$ cat config.mk
export PLATFORM = sky130hd
export DESIGN_NAME = dmem_port
export DESIGN_NICKNAME = d
export VERILOG_FILES = /design/src/rtl/dmem_port.sv
export SDC_FILE = /design/constraint.sdc
export NUM_CORES = 1
export LEC_CHECK = 0
export CORE_MARGIN = 5
export CORE_UTILIZATION = 40
export DETAILED_ROUTE_END_ITERATION = 16
export GPL_TIMING_DRIVEN = 0
export PLACE_DENSITY = 0.86
export SETUP_SLACK_MARGIN = 0.4
export SYNTH_ARGS = -nofsm -noshare
export SYNTH_HDL_FRONTEND = slang
export SYNTH_SLANG_ARGS = --single-unit
$ cat constraint.sdc
create_clock -name CLK -period 1.94 [get_ports CLK]
set_input_delay 0.291 -clock CLK [delete_from_list [all_inputs] [get_ports CLK]]
set_output_delay 0.291 -clock CLK [all_outputs]
set_load 0.1 [all_outputs]
$ cat src/rtl/dmem_port.sv
`default_nettype none
// +--------------------------------------------------------------------------+
// | dmem_port: load/store port between core controller and word memory bus.  |
// | Optional misalignment trap: define DMEM_MISALIGN_TRAP_EN.                |
// | Revision: 1.0                                                            |
// +--------------------------------------------------------------------------+
module dmem_port #(
  parameter int TIMEOUT = 255
) (
  input  logic        CLK,
  input  logic        RST,
  input  logic        RREQ,
  input  logic        CWE,
  input  logic [31:0] ADDR,
  input  logic [31:0] WDATA,
  input  logic [2:0]  LIM,
  input  logic        SIGNED,
  output logic [31:0] RDATA,
  output logic        RDY,
  output logic        ERR,
  output logic        MEM_REQ,
  output logic        MEM_WE,
  output logic [29:0] MEM_ADDR,
  output logic [31:0] MEM_WDATA,
  output logic [3:0]  MEM_BE,
  input  logic [31:0] MEM_RDATA,
  input  logic        MEM_ACK
);
  localparam int CW = (TIMEOUT > 255) ? $clog2(TIMEOUT + 1) : 8;
  localparam logic [CW-1:0] C_TIMEOUT = CW'(TIMEOUT);

  typedef enum logic [1:0] {
    IDLE = 2'd0,
    BUSY = 2'd1,
    DONE = 2'd2
  } state_t;

  state_t        state_q;
  logic [CW-1:0] cnt_q;
  logic [1:0]    size_q;
  logic [1:0]    off_q;
  logic          sgn_q;
  logic          we_q;

  logic [1:0]    size_d;
  logic [1:0]    off_d;
  logic [3:0]    be_d;
  logic [31:0]   wdata_d;
  logic [31:0]   rdata_d;
  logic [7:0]    byte_w;
  logic [15:0]   half_w;
  logic [CW-1:0] cnt_inc_w;
  logic          trap_w;

  // size code: 0 = byte, 1 = half, 2 = word
  assign size_d    = (LIM == 3'd0) ? 2'd0 : (LIM == 3'd1) ? 2'd1 : 2'd2;
  assign cnt_inc_w = cnt_q + CW'(1);

`ifdef DMEM_MISALIGN_TRAP_EN
  assign trap_w = ((size_d == 2'd1) && ADDR[0]) ||
                  ((size_d == 2'd2) && (ADDR[1:0] != 2'b00));
`else
  assign trap_w = 1'b0;
`endif

  always_comb begin
    off_d   = 2'b00;
    be_d    = 4'hF;
    wdata_d = WDATA;
    case (size_d)
      2'd0: begin
        off_d   = ADDR[1:0];
        be_d    = 4'b0001 << off_d;
        wdata_d = {4{WDATA[7:0]}};
      end
      2'd1: begin
        off_d   = {ADDR[1], 1'b0};
        be_d    = 4'b0011 << off_d;
        wdata_d = {2{WDATA[15:0]}};
      end
      default: ;
    endcase
  end

  always_comb begin
    byte_w = MEM_RDATA[7:0];
    case (off_q)
      2'd1:    byte_w = MEM_RDATA[15:8];
      2'd2:    byte_w = MEM_RDATA[23:16];
      2'd3:    byte_w = MEM_RDATA[31:24];
      default: ;
    endcase
    half_w  = off_q[1] ? MEM_RDATA[31:16] : MEM_RDATA[15:0];
    rdata_d = MEM_RDATA;
    case (size_q)
      2'd0:    rdata_d = {{24{sgn_q & byte_w[7]}}, byte_w};
      2'd1:    rdata_d = {{16{sgn_q & half_w[15]}}, half_w};
      default: ;
    endcase
  end

  always_ff @(posedge CLK) begin
    if (RST) begin
      state_q   <= IDLE;
      cnt_q     <= '0;
      size_q    <= 2'd0;
      off_q     <= 2'd0;
      sgn_q     <= 1'b0;
      we_q      <= 1'b0;
      RDATA     <= 32'd0;
      RDY       <= 1'b0;
      ERR       <= 1'b0;
      MEM_REQ   <= 1'b0;
      MEM_WE    <= 1'b0;
      MEM_ADDR  <= 30'd0;
      MEM_WDATA <= 32'd0;
      MEM_BE    <= 4'd0;
    end else begin
      case (state_q)
        IDLE: begin
          if (CWE || RREQ) begin
            size_q <= size_d;
            off_q  <= off_d;
            sgn_q  <= SIGNED;
            we_q   <= CWE;
            if (trap_w) begin
              state_q <= DONE;
            end else begin
              MEM_REQ   <= 1'b1;
              MEM_WE    <= CWE;
              MEM_ADDR  <= ADDR[31:2];
              MEM_WDATA <= wdata_d;
              MEM_BE    <= be_d;
              cnt_q     <= '0;
              state_q   <= BUSY;
            end
          end
        end
        BUSY: begin
          if (MEM_ACK) begin
            MEM_REQ <= 1'b0;
            RDY     <= 1'b1;
            ERR     <= 1'b0;
            if (!we_q) begin
              RDATA <= rdata_d;
            end
            state_q <= DONE;
          end else if ((TIMEOUT != 0) && (cnt_inc_w == C_TIMEOUT)) begin
            MEM_REQ <= 1'b0;
            RDY     <= 1'b1;
            ERR     <= 1'b1;
            state_q <= DONE;
          end else begin
            cnt_q <= cnt_inc_w;
          end
        end
        DONE: begin
          // A trapped access arrives here with RDY low and pulses it one cycle later
          if (RDY) begin
            RDY     <= 1'b0;
            ERR     <= 1'b0;
            state_q <= IDLE;
          end else begin
            RDY <= 1'b1;
            ERR <= 1'b1;
          end
        end
        default: state_q <= IDLE;
      endcase
    end
  end
endmodule
`default_nettype wire

-- After elaboration in Yosys (flattened, before gate mapping)
Cells that the tools add are included.
- register bits after elaboration: 117
- output and inout bits: 102
- logic and storage cells: 73
- add/subtract/negate cells: 1
- eq/ne operators: 14
- shift-type cells: 2
- mux-type cells: 27
- bitwise gates (word level): 3
- reduce and logical (&&, ||, !) cells: 13
- operator list (cell ; number):
    32-bit case mux with 2 select lines ; 2
    8-bit two-way mux ; 3
    8-bit case mux with 3 select lines ; 1
    16-bit two-way mux ; 1
    8-bit case mux with 2 select lines ; 1
    2-bit two-way mux ; 6
    3-bit AND reduction ; 3
    8-bit by 1-bit adder with 8-bit output (second input constant) ; 1
    2-bit by 1-bit == test with 1-bit output (second input constant) ; 4
    8-bit == test (second input constant) ; 1
    2-bit != test (second input constant) ; 4
    4-bit case mux with 2 select lines ; 1
    1-bit two-way mux ; 7
    2-bit == test (second input constant) ; 3
    2-bit logical NOT ; 3
    1-bit case mux with 2 select lines ; 3
    2-bit case mux with 3 select lines ; 1
    2-bit case mux with 2 select lines ; 1
    2-bit AND reduction ; 2
    4-bit AND reduction ; 1
    2-bit nonzero test ; 2
    1-bit by 2-bit << shifter with 4-bit output (first input constant) ; 1
    2-bit by 2-bit << shifter with 4-bit output (first input constant) ; 1
    3-bit by 1-bit == test with 1-bit output (second input constant) ; 1
    5 further kinds ; 6

-- Longest topological paths before layout
- depth after elaboration: 5
- depth in mapped cells: 9
- mapped depth without buffers: 8

-- Worst setup path after synthesis
No wires, ideal clock.
- kind: reg-to-reg
- start point: reg we_q
- end point: reg RDATA[17]
- library setup time: 81 ps
- data arrival time: 1758 ps
- slack: 101 ps
- cell stages (with the launch flop): 6
- buffers on the path: 2
- cells stage by stage: dfxtp_1 nor3b_1 buf_2 buf_1 nor2_1 a211oi_2
- cells in the longest elaborated chain, start to end: 2
- RTL lines (what ; RTL line ; source):
    start, declared ; 43 ; logic we_q;
    start signal, assigned ; 109 ; we_q <= 1'b0;
    start signal, assigned ; 125 ; we_q <= CWE;
    1-bit NOT (no line) ; -- ;
    3-bit AND reduction (no line) ; -- ;
    end signal, assigned ; 145 ; RDATA <= rdata_d;
    end, declared ; 18 ; output logic [31:0] RDATA,
Every way passes these cells.
A chain may end at the register's enable or synchronous reset.

-- Worst setup path in the final report
- start point: reg cnt_q[0]
- end point: reg cnt_q[6]
- cells in the longest elaborated chain, start to end: 4
- RTL lines (what ; RTL line ; source):
    start, declared ; 39 ; logic [CW-1:0] cnt_q;
    start signal, assigned ; 154 ; cnt_q <= cnt_inc_w;
    8-bit by 1-bit adder with 8-bit output (*) ; 57 ; assign cnt_inc_w = cnt_q + CW'(1);
    8-bit == test or 8-bit two-way mux (tied branches) ; 148 ; end else if ((TIMEOUT != 0) && (cnt_inc_w == C_TIMEOUT)) begin
    2-bit != test (no line) or 8-bit two-way mux (tied branches) ; -- ;
    4-bit AND reduction (no line) or 8-bit case mux with 2 select lines (tied branches) ; -- ;
Mark *: on every way between the ends. The rest lies on a longest branch, timed or not. The select of a mux whose other input is x is not followed.

==> impl_metrics.csv <==
group,metric,value,unit
floorplanning,row_count,41,
global_routing,overflow,0,
pwr,pwr-share-clk,0.342,
global_routing,grt_pass1_wl,31600,um
setup_path,crit_path_start_kind,"flop",
setup_path,r2r_slack,-60,ps
clock_tree,clk_latency,430,ps
clock_tree,numCtsBuffers,17,
sta,setup_ws,-62.7,ps
yosys,mappedNetlistArea,0.00526,sq mm
sta,rsz0062_at_grt,"true",
worst_hold_path,hp-class,"primary input to flop",
placed_design,place_inst,1037,
global_routing,grt_max_degree,17,
final_layout,ff_latch_area,0.00236,sq mm
pwr,cell_internal_pwr,5.18,mW
sta,slew_violations,0,
detailed_routing,drt_iter0_drc,737,
job,maxCapViolCount,0,
yosys,synth_compound_area_frac,0.236,
detailed_routing,drc_errors,0,
detailed_routing,dr_total_vias,6167,
placed_design,pre_cts_ws,-334,ps
yosys,synthAdderAreaFrac,0.00476,
placed_design,port_buffers,205,
detailed_routing,drtAntennaViolNets,0,
yosys,syn_avg_cell_area,7.96,sq um
placed_design,dpl-instance-area,0.00757,sq mm
clock_tree,numClockSinks,117,
final_layout,nFillCells,991,
yosys,yosys_most_used_dff,"dfxtp_1",
yosys,yosys-mux-area-fraction,0.0474,
yosys,synth_top_family_by_area,"compound AO/OA/AOI/OAI gates",
setup_path,worstPathMaxFanout,6,
yosys,synthesis.nets,767,
detailed_routing,wl_per_cell,20.4,um
pwr,pwr-share-comb,0.347,
detailed_routing,routed_wl,22200,um
sta,finalHoldViolations,0,
detailed_routing,viasPerCell,5.66,
sta,max_freq,0.499,GHz
sta,setup_tns,-332,ps
global_routing,grt_pass1_vias,5924,
detailed_routing,firstDrtPassIters,6,
clock_tree,path_clk_slew,60,ps
setup_path,required,2220,ps
pwr,p_seq_frac,0.311,
yosys,syn_inst,660,
sta,finClkSkew,7.83,ps
final_layout,antenna_cells,0,
pwr,switching_share,0.412,
placed_design,dpl.hpwl,13700,um
clock_tree,htreeDepth,4,
floorplanning,die_y,125,um
pwr,p_sw,3.62,mW
sta,fin_crit_sh,1.03,
global_routing,antenna_found_initial,0,
clock_tree,tritoncts,"yes",
sta,finalCriticalPeriod,2000,ps
final_layout,nNetsFinal,1012,
final_layout,final_cells,1090,
setup_path,critical_path_class,"flop to flop",
floorplanning,fp.dieW,125,um
floorplanning,start_util,0.411,
final_layout,multi_input_area,0.00306,sq mm
floorplanning,io-pin-count,207,
yosys,yosysWarnings,0,
final_layout,area_growth,59.9,%
yosys,yosys.area.top_type,"dfxtp_1",
yosys,ys_ff_latch,117,
setup_path,endpoint_kind,"flop",
global_routing,grt_use_total,0.253,
pwr,powerDensity,1050,mW/mm^2
clock_tree,root_buffer,"clkbuf_16",
floorplanning,fp.coreArea,0.0128,sq mm
final_layout,post-route-util,0.658,
pwr,ir_worst_vdd,0.829,mV
clock_tree,clk_path_buf_depth,2,
sta,tightest_slew,889,ps
yosys,ys_seq_area_frac,0.446,
final_layout,post-route-cell-area,0.00840,sq mm
sta,relSlewSlack,0.407,
placed_design,gp_congestion,0.927,
outcome,violations,"negative setup slack",
yosys,synth_xor_area_frac,0.00167,
sta,setup_violations,7,
yosys,ys_top_cells_by_area,"dfxtp_1 (45%), nand2_1 (10%), a21oi_1 (6.6%)",
yosys,synthDistinctLibCells,48,
pwr,leakagePower,3.40,nW
yosys,synth_top_cell_area_share,0.446,
yosys,async_flop_share,0,
final_layout,drive_above_1_share,0.309,
yosys,synth_edf_count,0,
outcome,status,"finished with violations",
floorplanning,dieArea,0.0155,sq mm
setup_path,cp.arrival,2290,ps
yosys,synthSimpleGateAreaFrac,0.208,
## power groups by stage
stage	logic, mW	clock network, mW	registers [mW]
after floorplan	0.664	0	4.18
after global placement	2.92	0	2.77
after detailed placement	2.93	0	2.79
after CTS	2.91	2.98	2.73
after global routing	3.17	3.13	2.76
final	3.06	3.01	2.74
## stage by stage
stage / hold WS [ps] / total power [mW]
floorplan: 427 / 4.85
global placement: 438 / 5.69
detailed placement: 446 / 5.72
CTS: 410 / 8.63
global route: 414 / 9.07
finish: 410 / 8.81
## cell usage after synthesis, types with 2 or more instances
cell type / n
buf_6: 3
o211ai_1: 15
dfxtp_1: 117
a21oi_1: 69
o21bai_1: 3
a21oi_2: 2
nand4_1: 2
nand2_1: 146
o31a_1: 5
a211oi_2: 10
nand2b_1: 6
buf_2: 7
nor3b_1: 3
and2_1: 3
mux2_2: 7
mux2i_1: 17
o32ai_1: 2
nor2b_1: 4
o41ai_1: 2
buf_1: 4
clkbuf_2: 2
a211oi_1: 23
a22oi_1: 9
a311oi_1: 10
a31oi_1: 3
inv_1: 15
o21ai_0: 26
nand3_1: 16
nor3_1: 9
ha_1: 2
clkbuf_1: 39
nor2_1: 63
## per-layer routing
layer | wire (um) | vias to the layer above | track usage | share of wire
met5 | 0 | - | 0 | 0
met3 | 2410 | 94 | 0.0905 | 0.11
met2 | 10700 | 425 | 0.413 | 0.48
met1 | 8090 | 2862 | 0.295 | 0.36
li1 | - | 2786 | - | -
met4 | 963 | 0 | 0.121 | 0.043
## flip-flops by register name, summed over array words and instances (netlist names)
register	flops
size_q	2
we_q	1
MEM_BE	4
MEM_ADDR	30
RDATA	32
MEM_WDATA	32
ERR	1
state_q	2
MEM_REQ	1
sgn_q	1
cnt_q	8
RDY	1
off_q	2
## cell families (layout without fill, tap and decap cells)
family	count (synthesis)	in the layout
and+or+nand+nor	260	260
xor gates and xnor gates	1	1
adders and majority gates	2	2
buffers and inverters	70	328
AOI/OAI and AO/OA	186	186
DFF	117	117
muxes	24	24
## path summary, 6_finish.rpt
path | startpoint | to | depth (start not counted)
hold reg to reg | MEM_ADDR[8] | MEM_ADDR[8] | 2
setup / recovery | cnt_q[0] | cnt_q[6] | 9
setup reg to reg | cnt_q[0] | cnt_q[6] | 9
hold / removal | ADDR[7] | MEM_ADDR[5] | 3
## layout make-up
| class | instances | area share |
|---|---|---|
| Tap cell | 172 | 0.0256 |
| Sequential cell | 117 | 0.281 |
| Clock inverter | 12 | 0.0127 |
| Inverter | 15 | 0.00670 |
| Buffer | 55 | 0.0433 |
| Timing Repair Buffer | 226 | 0.212 |
| Clock buffer | 20 | 0.0544 |
| Multi-Input combinational cell | 473 | 0.364 |
## layout by cell type (no fill, tap or decap), drive strengths merged, types with 3 or more instances in the layout
| cell type | n |
|---|---|
| mux2i | 17 |
| nand2 | 146 |
| clkinvlp | 4 |
| o211ai | 15 |
| a31oi | 3 |
| nand2b | 6 |
| clkinv | 7 |
| nand3 | 16 |
| nor3b | 3 |
| nor2b | 5 |
| o21ai | 29 |
| a311oi | 10 |
| a21oi | 71 |
| o31a | 5 |
| a211oi | 33 |
| o21bai | 3 |
| dfxtp | 117 |
| a22oi | 9 |
| mux2 | 7 |
| inv | 15 |
| and2 | 3 |
| nor3 | 9 |
| nor2 | 63 |
| clkbuf | 65 |
| buf | 133 |
| clkdlybuf4s50 | 103 |
## critical path, cell delays in order (launching register included)
cell     delay, ps
dfxtp_2        350
inv_1           80
ha_1           170
nand3_2        170
nor3b_2        300
a21oi_2        130
o21ai_4        300
buf_6          160
o31a_1         140
a21oi_2         60
## timing repair
item,4_1_cts,5_1_grt
pin swaps,14,24
hold buffers,0,0
buffers inserted,14,4
resized for setup,598,92
gates cloned,1,2
endpoints found under the setup margin,218,109
No activity file was read; power rests on OpenSTA's default activity.
